### config.mk
export PLATFORM = sky130hd
export DESIGN_NAME = ring_arbiter
export DESIGN_NICKNAME = d
export VERILOG_FILES = /design/src/rtl/ring_arbiter.sv
export SDC_FILE = /design/constraint.sdc
export NUM_CORES = 1
export LEC_CHECK = 0
export CAP_MARGIN = 20
export CORE_ASPECT_RATIO = 1.5
export CORE_MARGIN = 4
export CORE_UTILIZATION = 51
export DETAILED_ROUTE_END_ITERATION = 6
export HOLD_SLACK_MARGIN = 0.15
export PLACE_DENSITY = 0.78
export SETUP_SLACK_MARGIN = 0.5
export SLEW_MARGIN = 40
export SYNTH_ARGS = -nofsm -noshare
export SYNTH_HDL_FRONTEND = slang
export SYNTH_SLANG_ARGS = --single-unit
### constraint.sdc
create_clock -name clk -period 2.36 [get_ports clk]
set_input_delay 0.472 -clock clk [delete_from_list [all_inputs] [get_ports clk]]
set_output_delay 0.472 -clock clk [all_outputs]
set_load 0.005 [all_outputs]
### src/rtl/ring_arbiter.sv
// ring_arbiter: 4-way rotating-priority arbiter with a bounded hold quantum.
//   clk      : clock, all state changes on the rising edge
//   clr      : asynchronous active-low reset
//   req[3:0] : level-sensitive request per requester
//   mask[3:0]: 1 = requester eligible
//   gnt[3:0] : one-hot grant (registered)
//   gnt_id   : encoded index of the holder, 0 when idle (registered)
//   ptr[3:0] : one-hot ring priority pointer (registered)
//   preempt  : one-cycle pulse when a grant ends by quantum expiry (registered)
module ring_arbiter #(
    parameter int unsigned QUANTUM = 8
) (
    input  logic       clk,
    input  logic       clr,
    input  logic [3:0] req,
    input  logic [3:0] mask,
    output logic [3:0] gnt,
    output logic [1:0] gnt_id,
    output logic [3:0] ptr,
    output logic       preempt
);

    localparam int unsigned CNT_W = 8;

    localparam logic [1:0] IDLE  = 2'd0;
    localparam logic [1:0] GRANT = 2'd1;
    localparam logic [1:0] GAP   = 2'd2;

    logic [1:0]       state_q,   state_d;
    logic [3:0]       gnt_q,     gnt_d;
    logic [1:0]       gnt_id_q,  gnt_id_d;
    logic [3:0]       ptr_q,     ptr_d;
    logic             preempt_q, preempt_d;
    logic [CNT_W-1:0] cnt_q,     cnt_d;

    logic [3:0] elig;
    logic [1:0] ptr_idx;
    logic [1:0] cand;
    logic [1:0] win_idx;
    logic       win_found;

    assign elig = req & mask;

    // Winner search: start at the pointer bit and walk downward with wrap.
    // 2-bit subtraction provides the modulo-4 wrap for free.
    always_comb begin
        ptr_idx   = 2'd0;
        cand      = 2'd0;
        win_idx   = 2'd0;
        win_found = 1'b0;
        for (int i = 0; i < 4; i++) begin
            if (ptr_q[i]) begin
                ptr_idx = 2'(i);
            end
        end
        for (int k = 0; k < 4; k++) begin
            cand = ptr_idx - 2'(k);
            if (!win_found && elig[cand]) begin
                win_found = 1'b1;
                win_idx   = cand;
            end
        end
    end

    // Next-state and registered-output logic.
    always_comb begin
        state_d   = state_q;
        gnt_d     = gnt_q;
        gnt_id_d  = gnt_id_q;
        ptr_d     = ptr_q;
        preempt_d = 1'b0;
        cnt_d     = cnt_q;
        case (state_q)
            IDLE: begin
                if (win_found) begin
                    state_d  = GRANT;
                    gnt_d    = 4'(4'b0001 << win_idx);
                    gnt_id_d = win_idx;
                    // Winner drops to lowest priority: pointer sits one below it.
                    ptr_d    = 4'(4'b0001 << (win_idx - 2'd1));
                    cnt_d    = CNT_W'(1);
                end
            end
            GRANT: begin
                if (!elig[gnt_id_q]) begin
                    state_d  = GAP;
                    gnt_d    = 4'b0000;
                    gnt_id_d = 2'd0;
                end else if (cnt_q == CNT_W'(QUANTUM)) begin
                    state_d   = GAP;
                    gnt_d     = 4'b0000;
                    gnt_id_d  = 2'd0;
                    preempt_d = 1'b1;
                end else begin
                    cnt_d = cnt_q + CNT_W'(1);
                end
            end
            GAP: begin
                state_d = IDLE;
            end
            default: begin
                state_d  = IDLE;
                gnt_d    = 4'b0000;
                gnt_id_d = 2'd0;
            end
        endcase
    end

    // State registers.
    always_ff @(posedge clk or negedge clr) begin
        if (!clr) begin
            state_q   <= IDLE;
            gnt_q     <= 4'b0000;
            gnt_id_q  <= 2'd0;
            ptr_q     <= 4'b1000;
            preempt_q <= 1'b0;
            cnt_q     <= '0;
        end else begin
            state_q   <= state_d;
            gnt_q     <= gnt_d;
            gnt_id_q  <= gnt_id_d;
            ptr_q     <= ptr_d;
            preempt_q <= preempt_d;
            cnt_q     <= cnt_d;
        end
    end

    assign gnt     = gnt_q;
    assign gnt_id  = gnt_id_q;
    assign ptr     = ptr_q;
    assign preempt = preempt_q;

endmodule

== Yosys cells after proc, flatten, opt, wreduce, memory -nomap -nowiden ==
Index checks and enable logic that the tools add are counted.
Word-level totals
  bits of input ports: 10
  word-level logic and storage cells: 79
  output and inout bits: 11
  flip-flop bits (word level): 21
Operators by class
  $add $sub $neg: 5
  mux-type cells: 40
  bitwise logic cells: 2
  shifts and indexed selects: 2
  eq/ne operators: 7
  reductions and logical operators: 12
  $lt $le $gt $ge: 5
Operators with widths (number)
  $mux W2: 12
  $mux W8: 3
  $pmux W8 S2: 1
  $lt A2 B3 Y1 const B: 5
  $mux W1: 13
  $mux W4: 3
  $pmux W4 S3: 1
  $bmux W1 S2: 5
  $add A8 B1 Y8 const B: 1
  $eq A8 B4 Y1 const B: 1
  $shl A1 B2 Y4 const A: 2
  $ne A2 B2 Y1 const B: 3
  $pmux W2 S3: 1
  $and A4 B4 Y4: 1
  $pmux W2 S2: 1
  $reduce_and A2 Y1: 2
  $reduce_and A4 Y1: 1
  $sub A2 B1 Y2 const B: 2
  $sub A2 B2 Y2 const B: 2
  $logic_and A1 B1 Y1: 3
  $logic_not A1 Y1: 3
  $ne A3 B3 Y1 const B: 1
  $reduce_and A3 Y1: 1
  $eq A2 B1 Y1 const B: 1
  4 further kinds: 4

== Depth between registers and ports, before layout ==
Gate-level depths: netlist of the first run.
  depth after elaboration: 18
  depth in mapped cells: 7
  mapped depth without buffers: 7

== Worst setup path after synthesis of the first run ==
No wires, ideal clock.
  path kind: in2reg
  start: input port req[2]
  end: register cnt_q[5]
  required time: 2281 ps
  setup slack: 543 ps
  cell stages on the path: 4
  data arrival time: 1738 ps
  library setup time: 79 ps
  buffers on the path: 0
  cells stage by stage: nand2_1 > mux4_2 > or4_1 > a21oi_1
On the way
  word-level cells in the longest chain between the ends: 15
  elaborated cells between the ends (all ways): 24
  those cells by class: 2 x eq/ne; 14 x mux; 1 x bitwise; 7 x reduce/logical
Ends and longest elaborated chain
  start: declaration: RTL line 15  | input logic [3:0] req,
  $and A4 B4 Y4 *: RTL line 42  | assign elig = req & mask;
  $bmux W1 S2: RTL line 58  | if (!win_found && elig[cand]) begin
  $mux W1 (not written as such): RTL line 58
  $mux W1: RTL line 58
  $logic_not A1 Y1: RTL line 58
  $logic_and A1 B1 Y1: RTL line 58
  $mux W1: RTL line 58
  $logic_not A1 Y1: RTL line 58
  $logic_and A1 B1 Y1: RTL line 58
  $mux W1: RTL line 58
  $logic_not A1 Y1: RTL line 58
  $logic_and A1 B1 Y1: RTL line 58
  $mux W1: RTL line 58
  $ne A2 B2 Y1 (no source line)
  $reduce_and A4 Y1 (no source line) *
  end signal: assignment: RTL line 124  | cnt_q <= cnt_d;
  end: declaration: RTL line 34  | logic [CNT_W-1:0] cnt_q, cnt_d;
Every way passes the cells marked *; elsewhere a longest branch is shown, timed or not. The select of a mux whose other input is x is not followed.
A chain may end at the register's enable or synchronous reset.

== Final worst setup path of the first run ==
  start: input port req[1]
  end: register cnt_q[7]
The elaborated chain is that of the path after synthesis.

==> results of run 1 <==
## sequential cells by signal (all words and copies together), names as in the netlist
signal and count:
ptr 4, cnt_q 8, preempt 1, state_q 2, gnt 4, gnt_id 2
## cell type report
class,count,area (µm²)
Timing Repair Buffer,40,347
Inverter,4,15.0
Multi-Input combinational cell,99,711
Sequential cell,21,529
Tap cell,23,28.8
Clock buffer,4,26.3
Fill cell,160,577
## report_power, final
part           internal, mW  leakage (nW)  switching (mW)
Combinational         0.460         0.458           0.422
Sequential            0.471         0.272           0.123
Clock                0.0659        0.0150           0.108
Total                 0.998         0.746           0.652
## layer usage
layer	GRT usage (%)	share of wire, %
met5	0	0
met4	11.1	1.9
met3	2.67	4.5
met2	34.6	52
met1	25.5	42
## stage by stage
step | std cells | hold slack, ns | TNS (ns) | power [mW]
after CTS | 188 | 0.500 | 0 | 1.58
after global placement | 182 | 0.463 | -0.0453 | 1.33
after global routing | 191 | 0.494 | 0 | 1.78
after detailed placement | 182 | 0.475 | -0.0589 | 1.35
after floorplan | 126 | 0.176 | 0 | 0.990
final | 191 | 0.493 | 0 | 1.65
## cells in the mapped netlist, types with 2 or more instances
cell      instances  area share, %
nand3_1           4            1.7
o22ai_1           3            1.6
nor3_1            4            1.7
and4_1            2            1.5
nand2_1          19            6.0
o21ai_0           7            2.9
inv_1             4            1.3
nand4_1           2            1.0
nor2b_1           3            1.6
nor2_1            7            2.2
xnor2_1           2            1.5
o31a_1            2            1.5
o31ai_1           4            2.5
clkbuf_1          2           0.63
dfrtp_1          20             42
ha_1              2            2.1
mux2i_1           4            3.4
and2_1            3            1.6
nand2b_1          3            1.6
a21oi_1           6            2.5
## final timing paths
check,start,end,cells after the start
setup / recovery,req[1],cnt_q[7]$_DFFE_PN0P_,7
hold / removal,clr,cnt_q[7]$_DFFE_PN0P_,2
setup reg to reg,ptr[3]$_DFFE_PN1P_,gnt[1]$_DFFE_PN0P_,6
hold reg to reg,ptr[0]$_DFFE_PN0P_,ptr[0]$_DFFE_PN0P_,2
max in group asynchronous,clr,ptr[3]$_DFFE_PN1P_,2
min in group clk,ptr[0]$_DFFE_PN0P_,ptr[0]$_DFFE_PN0P_,2
## worst max-delay path, delay by kind of cell
family	cells	cell delay [ns]
simple gates	3	0.36
mux	1	0.58
xor+xnor	1	0.15
buf+inv	2	0.45
## logic make-up (layout without fill, tap and decap cells)
logic type / count (synthesis) / in the layout / share of synthesized area, %
AOI/OAI and AO/OA: 36 / 36 / 21.5
xor gates and xnor gates: 2 / 2 / 1.47
adders and majority gates: 2 / 2 / 2.09
buffers and inverters: 6 / 48 / 1.88
DFF: 21 / 21 / 44.1
muxes: 5 / 5 / 5.24
and+or+nand+nor: 54 / 54 / 23.8
## repair_timing
action	CTS	global route
pin swaps	4	1
buffers inserted	2	3
resized for setup	17	7
endpoints found under the setup margin	20	13
endpoints found under the hold margin	0	0
==> flow_summary.toml, run 1 <==
[yosys]
synth-edff-count = 0
synth_fp_nets = 138
ys_seq_elements = 21
synthArstFlopShare_pct = 100
synthCells = 126
ys.flop_type = "dfrtp_1"
yosysWarnings = 0
ys_seq_area_share_pct = 44.1
synth_cell_types = 43
avgSynthCellArea_um2 = 9.48
synth_area_um2 = 1190

[timing]
period_share_pct = 76.6
worst_pin_slew_ns = 0.334
setup_viol_count_final = 0
min_period_ns = 1.81
relSlewSlack_pct = 77.7
rsz0062_at_grt = "true"
hold_viol_final = 0
max_freq_mhz = 553
worst_slack_ns = 0.551
drv_slew = 0
skew_ns = 0.00769

[worst_setup_path]
slowest_delay_ns = 0.58
worstSetupPathType = "input pin to register"
arrival_ns = 2.02
ff2ff_setup_slack_ns = 0.59
worst-path-max-fanout = 5
critPathCaptureType = "register"
crit_chain = "dlygate4sd2_1, nand2_1, mux4_2, buf_6, nor3_4, xnor2_1, nor2_1"
required_ns = 2.57
crit_path_top_delay_cell = "mux4_2"
cp-start-kind = "input pin"

[clock_network]
cts_tree = "built"
numCtsBuffers = 3
cts_root_buffer = "clkbuf_4"
clock_latency_ns = 0.30
clock-sinks = 21
htreeDepth = 1
clk_path_buf_depth = 2
clk_pin_slew_ns = 0.12
cts_hold_buf = 0

[global_route]
grt_pass1_wl_um = 4900
grt_max_degree = 22
grt-ovfl-total = 0
grt_pass1_vias = 1178
grt_usage_pct = 21.0
antenna_found_initial = 0

[placement]
pre_cts_slack_ns = -0.0410
placed_area_um2 = 1530
gp_congestion = 0.994
port_buffers = 20
dpl.hpwl_um = 2250

[floorplanning]
die_area_um2 = 3200
die_h_um = 67.3
io_pins = 21
core_um2 = 2230
initial_core_util_pct = 53.5
die_width_um = 47.5
row_count = 21

[route]
drt-initial-drc-count = 42
via_per_inst = 6.17
wire_per_inst_um = 16.3
drtPass1Iterations = 4
postRouteAntennaNets = 0
routed_wl_um = 3110
vias = 1178
drc = 0

[worst_hold_path]
hp-class = "input pin to asynchronous set/reset pin"

[final_layout]
layout.nets = 181
drive_gt1_share_pct = 22.0
mostFrequentLayoutCell = "buf_4"
final_cell_mix = "buf_4 (19), nand2_1 (18), dfrtp_1 (18)"
final_util_pct = 74.2
antenna_cells = 0
syn_to_final_growth_pct = 38.6
fin_area_um2 = 1660

[flow_run]
cap_violations = 0

[power]
power_density_nw_per_um2 = 996
irDropWorstVdd_uv = 651
power.leakage_nw = 0.746

[run_status]
outcome = "finished, final reports clean"
Power figures use the tool's default switching activity.
==> run 2: changes to the inputs <==
- clock period: 2.36 -> 1.7 ns (I/O delays scaled with it)
==> run 2 against run 1 <==
Against the previous run:
- the flow now finishes with violations (setup timing)
- worst setup slack worse by 0.70 ns
- clock skew fell by 0.0050 ns
- clock power grew 51%
- largest cell class unchanged
==> flow_summary.toml, run 2 (synthesis results as in run 1) <==
[timing]
worst_slack_ns = -0.153
worst_pin_slew_ns = 0.427
period_share_pct = 109
hold_viol_final = 0
skew_ns = 0.00269
rsz0062_at_grt = "true"
drv_slew = 0
relSlewSlack_pct = 71.3
max_freq_mhz = 540
setup_viol_count_final = 14
min_period_ns = 1.85

[final_layout]
syn_to_final_growth_pct = 65.3
largest_register_ffs = 8
final_cell_mix = "buf_4 (32), nand2_1 (18), dfrtp_1 (18)"
register_area_um2 = 529
final_util_pct = 88.5
drive_gt1_share_pct = 49.2
fillCellCount = 101
antenna_cells = 0
top_register = "cnt_q"
multiInputGateArea_um2 = 845
mostFrequentLayoutCell = "buf_4"
layout.nets = 206

[worst_setup_path]
required_ns = 1.91
r2r.worst_path.cells = 6
cp_common_cell = "buf_6"
slowest_delay_ns = 0.58
cp-startpoint = "gnt_id[0]$_DFFE_PN0P_"
rr_endpoint = "gnt_id[1]$_DFFE_PN0P_"
ff2ff_setup_slack_ns = -0.15
crit_chain = "mux4_2, buf_6, o22ai_2, buf_6, nand2_1, o21ai_0"
worstSetupPathType = "register to register"
arrival_ns = 2.07
critPathCaptureType = "register"
cp-start-kind = "register"
crit_path_top_delay_cell = "mux4_2"
reg2reg_from = "gnt_id[0]$_DFFE_PN0P_"
worst-path-max-fanout = 6

[global_route]
antenna_found_initial = 0
grt_pass1_vias = 1488
grt_max_degree = 22
grt-ovfl-total = 0
grt_usage_pct = 29.9
grt_pass1_wl_um = 6520

[placement]
gp_congestion = 0.882
port_buffers = 20
dpl.hpwl_um = 2680

[clock_network]
cts_root_buffer = "clkbuf_4"
cts_tree = "built"
clock-sinks = 21
numCtsBuffers = 3
clock_latency_ns = 0.32
clk_pin_slew_ns = 0.13
htreeDepth = 1
clk_path_buf_depth = 2

[floorplanning]
die_area_um2 = 3200
die_h_um = 67.3
die_width_um = 47.5
io_pins = 21
initial_core_util_pct = 53.5
core_um2 = 2230
row_count = 21

[route]
drt-initial-drc-count = 57
routed_wl_um = 5070
postRouteAntennaNets = 0
vias = 1439
drtPass1Iterations = 5
wire_per_inst_um = 23.5
drc = 0
via_per_inst = 6.66

[power]
power.leakage_nw = 0.916
irDropWorstVdd_uv = 1130
total_power_mw = 2.99
power_density_nw_per_um2 = 1510

[worst_hold_path]
hp-class = "input pin to asynchronous set/reset pin"

[run_status]
outcome = "finished with violations"
violations = "setup timing"

[flow_run]
cap_violations = 0
-- run 2: critical path: cells and delay by family (launching register included) --
kind | cells | cell delay, ns
mux | 1 | 0.58
flops | 1 | 0.46
compound gates | 2 | 0.33
buf+inv | 2 | 0.31
simple gates | 1 | 0.06
-- run 2: final cells by class --
class / count / area share [%]
multi-input cells: 99 / 42.7
flip-flops and latches: 21 / 26.8
repair buffers: 65 / 26.6
well taps: 23 / 1.46
clock buffers: 3 / 1.14
inverters: 4 / 0.887
clock inverters: 1 / 0.380
-- run 2: what timing repair did --
item                       CTS  global route
gates resized for setup     66            39
pin swaps                   10            14
hold buffers                 0             0
setup endpoints to repair   32            31
buffers inserted            15             3
-- run 2: power breakdown --
part	switching, mW	internal, mW	total [mW]
clock	0.171	0.0902	0.261
sequential	0.193	0.654	0.848
combinational	0.944	0.933	1.88
total	1.31	1.68	2.99
-- run 2: worst max path at each step --
stage	endpoint	slack, ns	depth (start not counted)
2_1_floorplan	cnt_q[5]$_DFFE_PN0P_	0.09	6
3_3_place_gp	cnt_q[1]$_DFFE_PN0P_	-0.45	8
3_5_place_dp	cnt_q[5]$_DFFE_PN0P_	-0.51	5
4_1_cts	cnt_q[5]$_DFFE_PN0P_	-0.01	3
5_1_grt	gnt_id[1]$_DFFE_PN0P_	-0.30	6
6_report	gnt_id[1]$_DFFE_PN0P_	-0.15	6
-- run 2: through the flow --
| stage | cell area, µm² | setup TNS, ns | cells | setup WS [ns] | hold slack [ns] |
|---|---|---|---|---|---|
| after CTS | 1800 | -0.0218 | 213 | -0.0137 | 0.346 |
| final | 1980 | -0.804 | 216 | -0.153 | 0.368 |
| after floorplan | 1230 | 0 | 126 | 0.0930 | 0.0444 |
| after global routing | 1980 | -2.67 | 216 | -0.302 | 0.372 |
| after detailed placement | 1650 | -8.44 | 194 | -0.506 | 0.469 |
| after global placement | 1650 | -8.19 | 194 | -0.455 | 0.462 |
-- run 2: layer usage --
layer / wire length [µm] / GRT usage, %
met5: 0 / 0
met4: 306 / 23.9
met1: 1660 / 27.1
met3: 298 / 6.93
met2: 2810 / 52.5
==> run 3: changes to the inputs <==
- CORE_UTILIZATION: 51 -> 55
- PLACE_DENSITY: 0.78 -> 0.83
- clock period: 1.7 -> 2.3 ns (I/O delays scaled with it)
==> run 3 against run 2 <==
Against the previous run:
- the flow now finishes without violations
- clock skew increased by 0.0066 ns
- non-clock buffer count decreased by 21
- via count decreased by 17%
==> flow_summary.toml, run 3 (synthesis results as in run 1) <==
[power]
irDropWorstVdd_uv = 762
p_clk_share_pct = 10.0
p_int_mw = 1.08
power.leakage_nw = 0.756
swShare_pct = 39.8
combPwrFrac_pct = 56.0
power_density_nw_per_um2 = 1060
switching_power_mw = 0.711
seqPwrFrac_pct = 34.1

[final_layout]
fillCellCount = 120
mostFrequentLayoutCell = "buf_4"
top_register = "cnt_q"
final_cell_mix = "buf_4 (21), nand2_1 (18), dfrtp_1 (18)"
syn_to_final_growth_pct = 41.3
antenna_cells = 0
fin_area_um2 = 1690
final_util_pct = 82.3
layout.nets = 185
drive_gt1_share_pct = 29.1
largest_register_ffs = 8

[timing]
worst_pin_slew_ns = 0.437
period_share_pct = 78.2
relSlewSlack_pct = 70.9
rsz0062_at_grt = "true"
setup_viol_count_final = 0
drv_slew = 0
skew_ns = 0.00925
max_freq_mhz = 556
tns_ns = 0
hold_viol_final = 0
min_period_ns = 1.80

[clock_network]
clk_pin_slew_ns = 0.12
htreeDepth = 1
clock-sinks = 21
numCtsBuffers = 3
clk_path_buf_depth = 2
cts_root_buffer = "clkbuf_4"
cts_tree = "built"
clock_latency_ns = 0.30
cts_hold_buf = 0

[global_route]
grt_pass1_wl_um = 5170
grt_max_degree = 22
grt-ovfl-total = 0
grt_pass1_vias = 1176
grt_usage_pct = 22.8
antenna_found_initial = 0

[route]
postRouteAntennaNets = 0
drc = 0
via_per_inst = 6.14
wire_per_inst_um = 17.2
routed_wl_um = 3340
drtPass1Iterations = 4
vias = 1192
drt-initial-drc-count = 48

[floorplanning]
die_width_um = 46.1
initial_core_util_pct = 58.2
die_h_um = 65.1
core_um2 = 2050
row_count = 20
io_pins = 21
die_area_um2 = 3000

[placement]
dpl.hpwl_um = 2280
placed_area_um2 = 1520
port_buffers = 20
gp_congestion = 0.920

[worst_setup_path]
crit_chain = "inv_1, ha_2, nor4bb_4, a21o_4, buf_6, nor4b_4, xnor2_1, nor2_1"
slowest_delay_ns = 0.42
worstSetupPathType = "register to register"
cp-startpoint = "cnt_q[0]$_DFFE_PN0P_"
cp-start-kind = "register"
crit_path_top_delay_cell = "dfrtp_1"
arrival_ns = 2.00
critPathCaptureType = "register"
reg2reg_from = "cnt_q[0]$_DFFE_PN0P_"
required_ns = 2.51
worst-path-max-fanout = 6

[flow_run]
cap_violations = 0

[run_status]
outcome = "finished, final reports clean"

[worst_hold_path]
hp-class = "input pin to asynchronous set/reset pin"
-- run 3: cell count changes in the layout (fill, tap and decap cells not counted), sizes merged --
cell	change
dlymetal6s2s	+1
dlygate4sd2	-6
clkdlybuf4s50	+10
clkbuf	+5
buf	-30
clkinvlp	-1
-- run 3: stage by stage --
step | instances | setup slack, ns | hold WS [ns] | power (mW)
2_1_floorplan | 126 | 0.583 | 0.164 | 1.02
3_5_place_dp | 180 | -0.0883 | 0.469 | 1.39
5_1_grt | 194 | 0.403 | 0.508 | 1.91
6_report | 194 | 0.502 | 0.475 | 1.79
4_1_cts | 190 | 0.502 | 0.485 | 1.66
3_3_place_gp | 180 | -0.0330 | 0.465 | 1.36
-- run 3: power groups by stage --
stage          registers (mW)  logic (mW)  clock network [mW]
4_1_cts                 0.606       0.875               0.177
6_report                0.609        1.00               0.178
3_5_place_dp            0.621       0.764                   0
5_1_grt                 0.630        1.09               0.191
3_3_place_gp            0.616       0.745                   0
2_1_floorplan           0.585       0.431                   0
-- run 3: area by class of cell --
type / instances / area (µm²) / area share, %
Clock buffer: 4 / 26.3 / 1.56
Inverter: 4 / 15.0 / 0.890
Multi-Input combinational cell: 99 / 723 / 42.8
Sequential cell: 21 / 529 / 31.4
Tap cell: 22 / 27.5 / 1.63
Timing Repair Buffer: 44 / 367 / 21.7
-- run 3: worst max-delay path, delay by kind of cell (launching register included) --
family,cells,cell delay [ns]
and+or+nand+nor,3,0.52
buffers and inverters,2,0.18
DFF,1,0.42
AOI/OAI and AO/OA,1,0.24
adders and majority gates,1,0.16
xor gates and xnor gates,1,0.17
-- run 3: what timing repair did --
item                                    in CTS  in global routing
endpoints found under the setup margin      21                 21
pin swaps                                    5                  7
buffers inserted                             6                  4
gates resized for setup                     17                 25
-- run 3: per-layer routing --
| metal | GRT usage [%] | vias up | share of wire [%] |
|---|---|---|---|
| met1 | 27.3 | 578 | 40 |
| li1 | - | 566 | - |
| met4 | 9.25 | 0 | 2.2 |
| met3 | 2.78 | 8 | 4.4 |
| met2 | 39.1 | 40 | 54 |
| met5 | 0 | - | 0 |
-- run 3: path summary, 6_finish.rpt --
check / slack (ns) / endpoint / cells past startpoint
hold reg to reg: 0.49 / gnt[1]$_DFFE_PN0P_ / 2
setup reg to reg: 0.50 / cnt_q[6]$_DFFE_PN0P_ / 8
hold / removal: 0.47 / cnt_q[1]$_DFFE_PN0P_ / 2
min in group clk: 0.49 / gnt[1]$_DFFE_PN0P_ / 2
max in group asynchronous: 1.54 / ptr[3]$_DFFE_PN1P_ / 2
setup / recovery: 0.50 / cnt_q[6]$_DFFE_PN0P_ / 8
